<file path="src/rtl/regfile_ctrl_pkg.sv">
// Shared constants and types for the register-file sequencer: opcodes,
// instruction field positions, FSM states and the decoded-opcode bundle.
package regfile_ctrl_pkg;

    localparam logic [3:0] OP_NOP  = 4'h0;
    localparam logic [3:0] OP_MOV  = 4'h8;
    localparam logic [3:0] OP_HALT = 4'hF;

    localparam int OPC_MSB  = 15;
    localparam int OPC_LSB  = 12;
    localparam int DST_MSB  = 11;
    localparam int DST_LSB  = 8;
    localparam int SRCA_MSB = 7;
    localparam int SRCA_LSB = 4;
    localparam int SRCB_MSB = 3;
    localparam int SRCB_LSB = 0;

    localparam int TIMEOUT_DEFAULT = 16;

    typedef enum logic [2:0] {
        IDLE    = 3'd0,
        READ    = 3'd1,
        CAPTURE = 3'd2,
        EXEC    = 3'd3,
        WRITE   = 3'd4,
        HALTED  = 3'd5
    } state_t;

    typedef struct packed {
        logic       isNop;
        logic       isAlu;
        logic       isMov;
        logic       isHalt;
        logic [2:0] aluOp;
    } decode_t;

endpackage

</file>
<file path="src/rtl/rfc_decode.sv">
// Combinational opcode classifier; unassigned opcodes fall into the NOP class.
module rfc_decode
    import regfile_ctrl_pkg::*;
(
    input  logic [3:0] opcode,
    output decode_t    dec
);

    always_comb begin
        dec       = '0;
        dec.aluOp = opcode[2:0];
        if (opcode == OP_MOV) begin
            dec.isMov = 1'b1;
        end else if (opcode == OP_HALT) begin
            dec.isHalt = 1'b1;
        end else if (!opcode[3] && opcode != OP_NOP) begin
            dec.isAlu = 1'b1;
        end else begin
            dec.isNop = 1'b1;
        end
    end

endmodule

</file>
<file path="src/rtl/regfile_ctrl.sv">
// Instruction sequencer driving register-file reads/write-back and the ALU handshake.
// Optional performance counters (retired/aborted) are built when RFC_PERF_CNT_EN is defined.
module regfile_ctrl
    import regfile_ctrl_pkg::*;
#(
    parameter int TIMEOUT = TIMEOUT_DEFAULT
) (
    input  logic        clk,
    input  logic        clear,
    input  logic [15:0] instr,
    input  logic        instr_valid,
    output logic        instr_ready,
    output logic [3:0]  rf_aaddr,
    output logic [3:0]  rf_baddr,
    output logic [3:0]  rf_caddr,
    output logic [15:0] rf_c,
    output logic        rf_load,
    input  logic [15:0] rf_a,
    input  logic [15:0] rf_b,
    output logic [2:0]  alu_op,
    output logic [15:0] alu_opa,
    output logic [15:0] alu_opb,
    output logic        alu_start,
    input  logic        alu_done,
    input  logic [15:0] alu_result,
    output logic        err,
`ifdef RFC_PERF_CNT_EN
    output logic [15:0] retired,
    output logic [7:0]  aborted,
`endif
    output logic        halted
);

    localparam logic [4:0] TIMEOUT_CNT = 5'(TIMEOUT);

    state_t      state_reg;
    decode_t     dec;
    logic [2:0]  aluOp_reg;
    logic        isMov_reg;
    logic [3:0]  dest_reg;
    logic [3:0]  srcA_reg;
    logic [3:0]  srcB_reg;
    logic [15:0] opa_reg;
    logic [15:0] opb_reg;
    logic [15:0] rfC_reg;
    logic [4:0]  waitCnt_reg;
    logic        accept;
    logic        execDone;
    logic        timeout;

    rfc_decode u_decode (
        .opcode (instr[OPC_MSB:OPC_LSB]),
        .dec    (dec)
    );

    assign instr_ready = (state_reg == IDLE) && !clear;
    assign accept      = instr_valid && instr_ready;
    // waitCnt_reg is zero in the start cycle, so done is only honoured from the next one
    assign execDone    = (state_reg == EXEC) && (waitCnt_reg != 5'd0) && alu_done;
    assign timeout     = (state_reg == EXEC) && (waitCnt_reg == TIMEOUT_CNT) && !alu_done;

    // Strobes are masked by clear so an aborted access never reaches the ports
    assign rf_load   = ((state_reg == READ) || (state_reg == WRITE)) && !clear;
    assign alu_start = (state_reg == EXEC) && (waitCnt_reg == 5'd0) && !clear;
    assign err       = timeout && !clear;
    assign halted    = (state_reg == HALTED);

    assign rf_aaddr = srcA_reg;
    assign rf_baddr = srcB_reg;
    assign rf_caddr = dest_reg;
    assign rf_c     = rfC_reg;
    assign alu_op   = aluOp_reg;
    assign alu_opa  = opa_reg;
    assign alu_opb  = opb_reg;

    always_ff @(posedge clk) begin
        if (clear) begin
            state_reg   <= IDLE;
            aluOp_reg   <= 3'd0;
            isMov_reg   <= 1'b0;
            dest_reg    <= 4'd0;
            srcA_reg    <= 4'd0;
            srcB_reg    <= 4'd0;
            opa_reg     <= 16'd0;
            opb_reg     <= 16'd0;
            rfC_reg     <= 16'd0;
            waitCnt_reg <= 5'd0;
        end else begin
            case (state_reg)
                IDLE: begin
                    if (accept) begin
                        aluOp_reg <= dec.aluOp;
                        isMov_reg <= dec.isMov;
                        dest_reg  <= instr[DST_MSB:DST_LSB];
                        srcA_reg  <= instr[SRCA_MSB:SRCA_LSB];
                        srcB_reg  <= instr[SRCB_MSB:SRCB_LSB];
                        if (dec.isHalt) begin
                            state_reg <= HALTED;
                        end else if (dec.isNop) begin
                            state_reg <= IDLE;
                        end else if (dec.isAlu || dec.isMov) begin
                            state_reg <= READ;
                        end
                    end
                end
                READ: state_reg <= CAPTURE;
                CAPTURE: begin
                    opa_reg     <= rf_a;
                    opb_reg     <= rf_b;
                    waitCnt_reg <= 5'd0;
                    if (isMov_reg) begin
                        rfC_reg   <= rf_a;
                        state_reg <= WRITE;
                    end else begin
                        state_reg <= EXEC;
                    end
                end
                EXEC: begin
                    if (execDone) begin
                        rfC_reg   <= alu_result;
                        state_reg <= WRITE;
                    end else if (timeout) begin
                        state_reg <= IDLE;
                    end else begin
                        waitCnt_reg <= waitCnt_reg + 5'd1;
                    end
                end
                WRITE:   state_reg <= IDLE;
                HALTED:  state_reg <= HALTED;
                default: state_reg <= IDLE;
            endcase
        end
    end

`ifdef RFC_PERF_CNT_EN
    logic [15:0] retired_reg;
    logic [7:0]  aborted_reg;

    assign retired = retired_reg;
    assign aborted = aborted_reg;

    always_ff @(posedge clk) begin
        if (clear) begin
            retired_reg <= 16'd0;
            aborted_reg <= 8'd0;
        end else begin
            if ((state_reg == WRITE) || (accept && (dec.isNop || dec.isHalt))) begin
                retired_reg <= retired_reg + 16'd1;
            end
            if (timeout && (aborted_reg != 8'hFF)) begin
                aborted_reg <= aborted_reg + 8'd1;
            end
        end
    end
`endif

endmodule

</file>
<file path="config.mk">
export PLATFORM = sky130hd
export DESIGN_NAME = regfile_ctrl
export DESIGN_NICKNAME = d
export VERILOG_FILES = /design/src/rtl/regfile_ctrl_pkg.sv /design/src/rtl/rfc_decode.sv /design/src/rtl/regfile_ctrl.sv
export SDC_FILE = /design/constraint.sdc
export NUM_CORES = 1
export LEC_CHECK = 0
export CORE_MARGIN = 5
export CORE_UTILIZATION = 39
export CTS_BUF_LIST = sky130_fd_sc_hd__clkbuf_2
export DETAILED_ROUTE_END_ITERATION = 12
export HOLD_SLACK_MARGIN = 0.05
export PLACE_DENSITY_LB_ADDON = 0.25
export RECOVER_POWER = 25
export SKIP_CTS_REPAIR_TIMING = 1
export SYNTH_ARGS = -nofsm -noshare
export SYNTH_HDL_FRONTEND = slang
export SYNTH_SLANG_ARGS = --single-unit
</file>
<file path="constraint.sdc">
create_clock -name clk -period 1.9 [get_ports clk]
set_clock_uncertainty 0.2 [all_clocks]
set_input_delay 0.475 -clock clk [delete_from_list [all_inputs] [get_ports clk]]
set_output_delay 0.475 -clock clk [all_outputs]
set_load 0.02 [all_outputs]
</file>
## Word level (Yosys, flattened, before mapping)

Index checks and enable logic that the tools add are counted.

- Logic and storage cells: 72
- Latch bits: 0
- Output and inout port bits: 68
- Memories kept: 0
- RAM bits: 0
- Bits in registers: 72
- Memory bits (read-only): 0

- Reductions and logical operators: 25
- Mux-type cells: 21
- Shifts and indexed selects: 0
- Multipliers: 0
- Div/mod/pow operators: 0
- $add $sub $neg: 1
- $lt $le $gt $ge: 0
- Bitwise logic cells: 0
- Equal/unequal tests: 15

Operators with widths:

| operator | number |
|---|---|
| 16-bit two-way mux | 2 |
| 16-bit case mux with 2 select lines | 1 |
| 3-bit two-way mux | 7 |
| 3-bit case mux with 5 select lines | 1 |
| 1-bit logical AND | 11 |
| 5-bit two-way mux | 2 |
| 2-bit != test (second input constant) | 5 |
| 5-bit case mux with 2 select lines | 1 |
| 3-bit AND reduction | 3 |
| 4-bit == test (second input constant) | 2 |
| 3-bit by 2-bit == test with 1-bit output (second input constant) | 2 |
| 3-bit == test (second input constant) | 2 |
| 5-bit by 1-bit adder with 5-bit output (second input constant) | 1 |
| 5-bit == test (second input constant) | 1 |
| 5-bit logical NOT | 1 |
| 1-bit two-way mux | 5 |
| 5-bit nonzero test | 1 |
| 2-bit two-way mux | 2 |
| 4-bit by 3-bit != test with 1-bit output (second input constant) | 1 |
| 4-bit nonzero test | 1 |
| 3-bit by 1-bit == test with 1-bit output (second input constant) | 1 |
| 1-bit logical NOT | 3 |
| 3-bit logical NOT | 1 |
| 3-bit != test (second input constant) | 1 |
| 3 further kinds | 4 |

## Depth between registers and ports, before layout

- Word-level depth: 11
- Gate-level depth with buffers: 7
- Mapped depth without buffers: 6

## Cells and area by module

Synthesis repeated with hierarchy kept, for this count alone.

- Cell total of the unflattened synthesis: 375
- Area, all modules: 3119.2 sq um

By module, submodules not included:

| module | cells an instance | instances | area an instance (sq um) |
|---|---|---|---|
| regfile_ctrl | 365 | 1 | 3021.6 |
| rfc_decode | 10 | 1 | 97.6 |

## Worst setup path after synthesis

No wires, ideal clock.

- Path kind: flip-flop to output port
- Start: register state_reg[1]
- End: output port alu_start
- Stages on the path, launching flop included: 7
- Buffers on the path: 3
- Arrival time: 1.576 ns
- Path slack: -0.351 ns
- Cell sequence: dfxtp_1 buf_4 nor2b_1 buf_2 nand2_1 buf_2 nor3_1

- Longest elaborated chain between the ends: 3

RTL lines:

| item | RTL line | source |
|---|---|---|
| from (decl) | regfile_ctrl.sv:36 | `state_t state_reg;` |
| from (signal assigned) | regfile_ctrl.sv:78 | `state_reg <= IDLE;` |
| from (signal assigned) | regfile_ctrl.sv:98 | `state_reg <= HALTED;` |
| from (signal assigned) | regfile_ctrl.sv:100 | `state_reg <= IDLE;` |
| 3-bit by 2-bit == test with 1-bit output | regfile_ctrl.sv:64 | `assign alu_start = (state_reg == EXEC) && (waitCnt_reg == 5'd0) && !clear;` |
| 1-bit logical AND (2 in series) | regfile_ctrl.sv:64 |  |
| to (decl) | regfile_ctrl.sv:23 | `output logic alu_start,` |

Every way passes these cells.

## Final worst setup path

- Start: register waitCnt_reg[0]
- End: output port alu_start

- Longest elaborated chain between the ends: 3

RTL lines:

| item | RTL line | source |
|---|---|---|
| from (decl) | regfile_ctrl.sv:46 | `logic [4:0] waitCnt_reg;` |
| from (signal assigned) | regfile_ctrl.sv:125 | `waitCnt_reg <= waitCnt_reg + 5'd1;` |
| 5-bit logical NOT | regfile_ctrl.sv:64 |  |
| 1-bit logical AND (2 in series) | regfile_ctrl.sv:64 |  |

Every way passes these cells.

==> results.toml <==
[die]
core_area_mm2 = 0.007647
io_pins = 136
die_w_um = 98.06
die_y_um = 98.06
initial_utilization = 0.3955
rows = 32
fp.dieArea_mm2 = 0.009616

[pwr]
power.leakage_nw = 2.859
power.density_mw_per_mm2 = 801.7
vdd_ir_drop_max_v = 0.0005172

[detailed_routing]
post_drt_wl_per_cell_um = 15.14
antenna_left = 0
vias = 3170
via_per_inst = 4.961
firstDrtPassIters = 4
postRouteWirelength_um = 9674
route.detailed.drc = 0
dr.first_iter.drc_count = 68

[final_layout]
layout-drive-gt1-share = 0.2458
syn_to_final_growth_pct = 71.70
fin_cells = 639
layout.nets = 602
diodes = 0

[sta]
worst_pin_slew_ns = 0.6751
fin_crit_ns = 2.459
worst_hold_slack_ns = 0.2113
timing.final.crit_share = 1.294
hold_violations = 0
slew_headroom = 0.5499
maxSlewViolCount = 0
fin_ws_ns = -0.5586
rsz0062_at_grt = "yes"
setup_tns_ns = -8.438
setup_violations = 29
max_freq_mhz = 406.7

[synthesis]
syn_area_mm2 = 0.003024
syn-mean-instance-area_um2 = 8.196
ys_types = 42
synth_cells = 369
yosys-top-cells-area = "dfxtp_1, nand2_1, a311oi_2"
synth_top_family_by_area = "simple AND/OR/NAND/NOR gates"
synth_edf_count = 0
synth_seq_cells = 72
yosys.area_share.adder = 0.008275
synth-simple-area-share = 0.2623
synth_top_cell_by_area = "dfxtp_1"
yosysSeqAreaShare = 0.4766
syn_nets = 439
synth.mux.area_fraction = 0.01076
ys_async_sr_fraction = 0
synth-compound-area-share = 0.1903
synth_xor_area_frac = 0.002896
synthFlopType = "dfxtp_1"
synthTopCellsByCount = "nand2_1, dfxtp_1, a21oi_1, nor2_1"
synth_top_area_frac = 0.4766
yosysWarnings = 0
yosysMostFrequentCell = "nand2_1"

[worst_setup_path]
crit_arrival_ns = 1.78
path_class = "reg2out"
slowest_delay_ns = 0.47
path_cells = "inv_2, ha_4, or4b_4, nor3_4, buf_6"
cp-start-kind = "flop"
crit_required_ns = 1.22
slowest_stage = "or4b_4"
cp_max_fo = 2
worst-path-buf-inv = 2
reg2reg_depth = 9
crit_cells = 5
path_delay_family = "simple AND/OR/NAND/NOR gates"
end_kind = "output port"

[placed_design]
gpl.final_weighted_congestion = 0.7624
dpl_worst_slack_ns = -0.6519
io_buffers = 135
dpl.hpwl_um = 6775
dp.cells = 617

[clock_network]
insertion_delay_ns = 0.49
cts_tree = "built"
clkTransAtPathRegs_ns = 0.21
cts_buffer_depth = 2
cts_buffers = 9
cts_sinks = 72
cts.htree.levels = 3
clockRootBuffer = "clkbuf_2"

[global_routing]
grt_pass1_vias = 3086
antenna_found_initial = 0
grt_overflow = 0
grt_pass1_wl_um = 14810
grt_max_degree = 52
grtUsageTotal = 0.1877

[hold_path]
holdPathStages = 3
hp-class = "in2reg"

[status]
violations = "setup timing"
status = "finished with violations"

[run]
drv_cap = 0
-- tightest hold or removal path: cells and delay by family --
family,cells,cell delay [ns]
buffers and inverters,2,0.39
AOI/OAI and AO/OA,1,0.03
-- cell type report --
| type | instances | area [um^2] |
|---|---|---|
| clock buffer | 9 | 45.04 |
| sequential | 72 | 1451 |
| tap | 102 | 127.6 |
| multi-input combinational | 265 | 1624 |
| clock inverter | 7 | 71.32 |
| inverter | 7 | 26.28 |
| timing repair buffer | 177 | 1847 |
| fill | 635 | 2455 |
-- metal layers --
layer | wire length (um) | share of wire | track usage | vias up
li1 | - | - | - | 1577
met1 | 4067 | 0.42 | 0.2152 | 1478
met2 | 4799 | 0.50 | 0.3304 | 104
met3 | 683 | 0.071 | 0.05714 | 11
met4 | 122 | 0.013 | 0.06496 | 0
met5 | 0 | 0 | 0 | -
-- worst paths after layout --
kind	start	to	slack, ns
setup / recovery	waitCnt_reg[0]	alu_start	-0.56
hold / removal	clear	alu_opa[12]	0.21
setup reg to reg	waitCnt_reg[0]	rf_c[7]	-0.46
hold reg to reg	alu_opb[15]	alu_opb[15]	0.26
-- per-stage QoR --
stage | total power [mW] | utilization | area, um^2
6_report | 4.163 | 0.6790 | 5192
2_1_floorplan | 2.533 | - | 3129
3_5_place_dp | 3.301 | 0.6265 | 4791
3_3_place_gp | 3.260 | 0.6265 | 4791
4_1_cts | 4.180 | 0.6417 | 4907
5_1_grt | 4.404 | 0.6790 | 5192
-- kinds of logic (layout without fill, tap and decap cells) --
| family | after synthesis | count (layout) |
|---|---|---|
| buffers and inverters | 32 | 200 |
| flip-flops | 72 | 72 |
| adder cells (fa/ha/maj) | 2 | 2 |
| XOR/XNOR | 1 | 1 |
| multiplexers | 3 | 3 |
| AND/OR/NAND/NOR | 187 | 187 |
| AO/OA/AOI/OAI | 72 | 72 |
-- cell usage in the layout, fill, tap and decap left out, types with 3 or more instances in the layout --
cell	n
buf_12	4
nand3_1	16
clkbuf_2	19
clkdlybuf4s50_1	66
o21ai_0	6
inv_2	4
a311oi_2	16
nor2_2	8
or3_1	3
a21oi_1	34
nor2_1	3
buf_4	33
nor3_4	3
dlymetal6s2s_1	53
a21boi_1	3
dfxtp_1	68
nor2_4	7
nand2_1	132
buf_6	8
-- where the power goes --
part / switching [mW] / leakage (nW) / internal [mW]
sequential: 0.0889 / 0.587 / 1.69
combinational: 0.805 / 2.21 / 0.713
clock: 0.568 / 0.0659 / 0.303
total: 1.46 / 2.86 / 2.70
No activity file was read; power rests on OpenSTA's default activity.
==> RTL change 1: new RTL, same settings <==
Change the package constant `TIMEOUT_DEFAULT` from 16 to 8.
--- a/src/rtl/regfile_ctrl_pkg.sv
+++ b/src/rtl/regfile_ctrl_pkg.sv
@@ -15,7 +15,7 @@
     localparam int SRCB_MSB = 3;
     localparam int SRCB_LSB = 0;
 
-    localparam int TIMEOUT_DEFAULT = 16;
+    localparam int TIMEOUT_DEFAULT = 8;
 
     typedef enum logic [2:0] {
         IDLE    = 3'd0,
Behaviour: no difference found for any inputs over 10 cycles, from zero or initial values; that may be too few to reach the edited logic, so the function may still have changed.
==> RTL change 1 against the unedited design <==
- the run still ends with setup timing left
- setup slack worse by 0.044 ns
- area after synthesis up 1.4%
- cell area down 1.8%
- wire length down 7.1%
- power down 18%
- sequential cell count unchanged
- sequential share of layout area up 0.47 points
- non-clock buffer count down 8
- highest routed layer unchanged
==> RTL change 1: results (changes against the unedited design) <==
- DRT iter0 DRCs: 101 (+49%)
- GPL Wtd Cong: 0.773 (+1.4%)
- Routing usage on met3: 0.0517 (-0.00548)
- Post-detail-place hpwl: 6590 um (-2.8%)
- Async set or reset register ratio after synthesis: 0 (unchanged)
- Crit path max-delay family: simple AND/OR/NAND/NOR gates
- Max transition margin: 0.730 (+0.180)
- First-pass GRT wire length: 14300 um (-3.4%)
- Final wirelength: 8990 um (-7.1%)
- Hold endpoint: waitCnt_reg[4]
- Seq/Total Area, Yosys: 0.470 (-0.00642)
- GR Util met1: 0.222 (+0.00715)
- Reg2reg end: waitCnt_reg[0]
- Nets: 582 (-3.3%)
- Final Setup Violations: 25 (-14%)
- Synth Flop Type: dfxtp_1
- DR vias: 2987 (-5.8%)
- Switching share of total power: 0.290 (-0.0614)
- Max layer used: met4
- Routed wire per std cell: 14.5 um (-4.0%)
- Largest net degree at the start of global routing: 35 (-33%)
- Metal3 WL: 618 um (-9.5%)
- Wire length on met1: 3880 um (-4.5%)
- Worst VDD drop: 0.511 mV (-1.2%)
- Layout cell share with drive strength beyond 1: 0.215 (-0.0307)
- Final worst slack: -0.603 ns (-0.0439 ns)
- Crit path launch: waitCnt_reg[0]
- Largest cells by area after synthesis: dfxtp_1, nand2_1, a211oi_2, a21oi_1, mux2i_1
- Lkg Pwr: 2.87 nW (+0.32%)
- Number of global-route vias before repair: 2924 (-5.2%)
- Tot GR Track Use: 0.180 (-0.00800)
- Commonest cells in the synthesized netlist: nand2_1, dfxtp_1, a21oi_1
- Mapped Cells: 358 (-3.0%)
- Status: complete, but fails checks
- Placed Area: 4770 sq um (-0.47%)
- Failing checks: setup timing
- Synth cell types: 40 (-4.8%)
- Crit-path max FO: 2 (unchanged)
- Flop2flop setup slack: -0.09 ns (+0.37 ns)
- Crit path DAT: 1.83 ns (+0.05 ns)
- Placed instance count: 603 (-2.3%)
- Syn_nets: 428 (-2.5%)
- Critical Path Sink: alu_start
- Worst hold start: clear
- Routing usage on met2: 0.297 (-0.0329)
- Fillers: 656 (+3.3%)
- Reg2reg path depth: 7 (-2)
- Min-Delay Path Depth: 2 (-1)
- Total CTS buffers: 9 (unchanged)
- DR WL met2: 4360 um (-9.3%)
==> RTL change 1: cell types whose count changed in the layout (fill, tap and decap cells not counted), sizes merged, moves of 8 or more <==
cell and delta:
nand2 -30, mux2i +16, a211oi +16, nand3 -14, buf -8, a311oi -16, nand3b +15
==> RTL change 1: per-stage QoR <==
step / setup WS, ns / hold slack, ns / TNS (ns) / power [mW] / utilization
after floorplan: -0.0700 / 0.273 / -0.832 / 2.04 / -
after global placement: -0.753 / 0.242 / -5.49 / 2.47 / 0.620
after detailed placement: -0.786 / 0.248 / -6.25 / 2.48 / 0.620
after CTS: -1.13 / 0.0942 / -26.38 / 3.46 / 0.637
after global routing: -0.721 / 0.124 / -5.28 / 3.59 / 0.663
final: -0.603 / 0.150 / -3.02 / 3.40 / 0.663
==> RTL change 1: power groups by stage <==
stage / Clock, mW / Combinational (mW) / Sequential [mW]
after global placement: 0 / 0.798 / 1.67
after detailed placement: 0 / 0.806 / 1.68
after global routing: 1.07 / 0.858 / 1.66
final: 0.965 / 0.793 / 1.64
after floorplan: 0 / 0.275 / 1.77
after CTS: 1.00 / 0.810 / 1.65
==> RTL change 1: area by class of cell <==
cell class / instances / share of cell area
repair buffers: 169 / 0.348
multi-input cells: 255 / 0.313
flip-flops and latches: 72 / 0.284
well taps: 102 / 0.0250
clock inverters: 6 / 0.0167
clock buffers: 9 / 0.00884
inverters: 5 / 0.00368
==> RTL change 1: cells by family (layout without fill, tap and decap cells) <==
family / after synthesis / in the layout / share of synthesized area
AND/OR/NAND/NOR: 167 / 167 / 0.251
flip-flops: 72 / 72 / 0.470
AO/OA/AOI/OAI: 66 / 66 / 0.158
buffers and inverters: 31 / 189 / 0.0494
multiplexers: 17 / 17 / 0.0555
XOR/XNOR: 3 / 3 / 0.00857
adder cells (fa/ha/maj): 2 / 2 / 0.00816
==> RTL change 2: new RTL, same settings <==
Without the edit above. Put a register stage on the output `err`, without a reset. The value now appears one clock later. The other outputs are not delayed to match.
--- a/src/rtl/regfile_ctrl.sv
+++ b/src/rtl/regfile_ctrl.sv
@@ -62,7 +62,9 @@
     // Strobes are masked by clear so an aborted access never reaches the ports
     assign rf_load   = ((state_reg == READ) || (state_reg == WRITE)) && !clear;
     assign alu_start = (state_reg == EXEC) && (waitCnt_reg == 5'd0) && !clear;
-    assign err       = timeout && !clear;
+    always_ff @(posedge clk) begin
+        err <= timeout && !clear;
+    end
     assign halted    = (state_reg == HALTED);
 
     assign rf_aaddr = srcA_reg;
Function: no difference found for any inputs over 10 cycles, from zero or initial values; that may be too few to reach the edited logic, so the function may still have changed.
==> RTL change 2 against the unedited design <==
- the flow still finishes with violations (setup timing)
- cell count shrank 0.31%
- sequential share of layout area grew 0.29 points
- power grew 5.5%
- wire length shrank 4.6%
- largest cell class unchanged
- fmax shrank 0.87%
- sequential cell count grew 1
- setup slack lost 0.022 ns
- area after synthesis grew 0.66%
- cell area grew 0.24%
- die area grew 0.59%
- via count shrank 1.0%
- synthesized cell count grew 0.27%
==> RTL change 2: results (changes against the unedited design) <==
- Tot GR Track Use: 0.184 (-0.00402)
- Lkg Pwr: 2.95 nW (+3.1%)
- Synth top area share: 0.480 (+0.00344)
- Worst slack at placement: -0.532 ns (+0.120 ns)
- Post-detail-place hpwl: 6670 um (-1.6%)
- Setup_tns: -5.17 ns (+3.26 ns)
- Final wirelength: 9230 um (-4.6%)
- Min-Delay Path Depth: 2 (-1)
- Layout cell share with drive strength beyond 1: 0.228 (-0.0178)
- Status: complete, but fails checks
- Post-synthesis mux area share: 0.0107 (-0.0000707)
- Syn avg cell area: 8.23 sq um (+0.39%)
- Largest cells by area after synthesis: dfxtp_1, nand2_1, a311oi_2, a21oi_1, nand3_1
- Failing checks: setup timing
- Worst hold start: alu_opb[12]
- First-pass GRT wire length: 14600 um (-1.3%)
- Seq. pwr: about 1.8 mW
- Fin Hold WS: 0.262 ns (+0.0503 ns)
- Final Setup Violations: 24 (-17%)
- Nets: 601 (-0.17%)
- Initial antenna violation count: 0 (unchanged)
- Finished Layout Cells: 637 (-0.31%)
- Seq/Total Area, Yosys: 0.480 (+0.00344)
- Pwr Total: 4.39 mW (+5.5%)
- Commonest cells in the synthesized netlist: nand2_1, dfxtp_1, a21oi_1
- Worst-Skew Late Latency: 0.50 ns
- Placed Area: 4820 sq um (+0.71%)
- P_sw: 1.43 mW (-2.4%)
- P_comb: 1.48 mW (-3%)
- Worst Max-Slew Pin Slew: 0.669 ns (-0.00581 ns)
- Hold endpoint: alu_opb[12]
- DRT iter0 DRCs: 84 (+24%)
- Final worst slack: -0.580 ns (-0.0217 ns)
- Worst VDD drop: 0.533 mV (+3.1%)
- Largest net degree at the start of global routing: 55 (+5.8%)
- Synth Area in Compound Gates: 0.189 (-0.00125)
- Flop2flop setup slack: -0.26 ns (+0.20 ns)
- Hold Crit Class: flop to flop
- Critical R2R Launch: waitCnt_reg[1]
- Reg2reg path depth: 7 (-2)
- Reg2reg end: rf_c[4]
- DR vias: 3138 (-1.0%)
- Ant diodes: 0 (unchanged)
- Syn_nets: 440 (+0.23%)
- Placed instance count: 620 (+0.49%)
- GPL Wtd Cong: 0.773 (+1.4%)
- Xor and xnor area share after synthesis: 0.00288 (-0.0000190)
- Adder-cell share of the synthesized area: 0.00822 (-0.0000544)
- CTS root buf: clkbuf_2
[RTL change 2: changes by cell type in the layout (fill, tap and decap cells not counted), sizes merged, moves of 2 or more]
cell,before,now
dlymetal6s2s,53,58
clkbuf,21,15
bufinv,1,3
clkinvlp,2,0
[RTL change 2: layer usage]
metal	track usage	vias to the layer above	part of all wire
li1	-	1577	-
met1	0.211	1454	0.41
met2	0.317	94	0.50
met3	0.0636	13	0.074
met4	0.0630	0	0.017
met5	0	-	0
[RTL change 2: cell type report]
| type | instances | area [sq um] |
|---|---|---|
| fillers | 635 | 2440 |
| repair buffers | 175 | 1800 |
| multi-input cells | 265 | 1630 |
| flip-flops and latches | 73 | 1470 |
| well taps | 102 | 128 |
| clock inverters | 6 | 108 |
| clock buffers | 9 | 45.0 |
| inverters | 7 | 28.8 |
[RTL change 2: worst register-to-register path: stages, from the launching register on]
cell      delay (ns)
dfxtp_2         0.37
inv_2           0.07
ha_4            0.13
or4b_4          0.47
buf_4           0.16
a32o_2          0.30
buf_12          0.18
a311oi_2        0.20
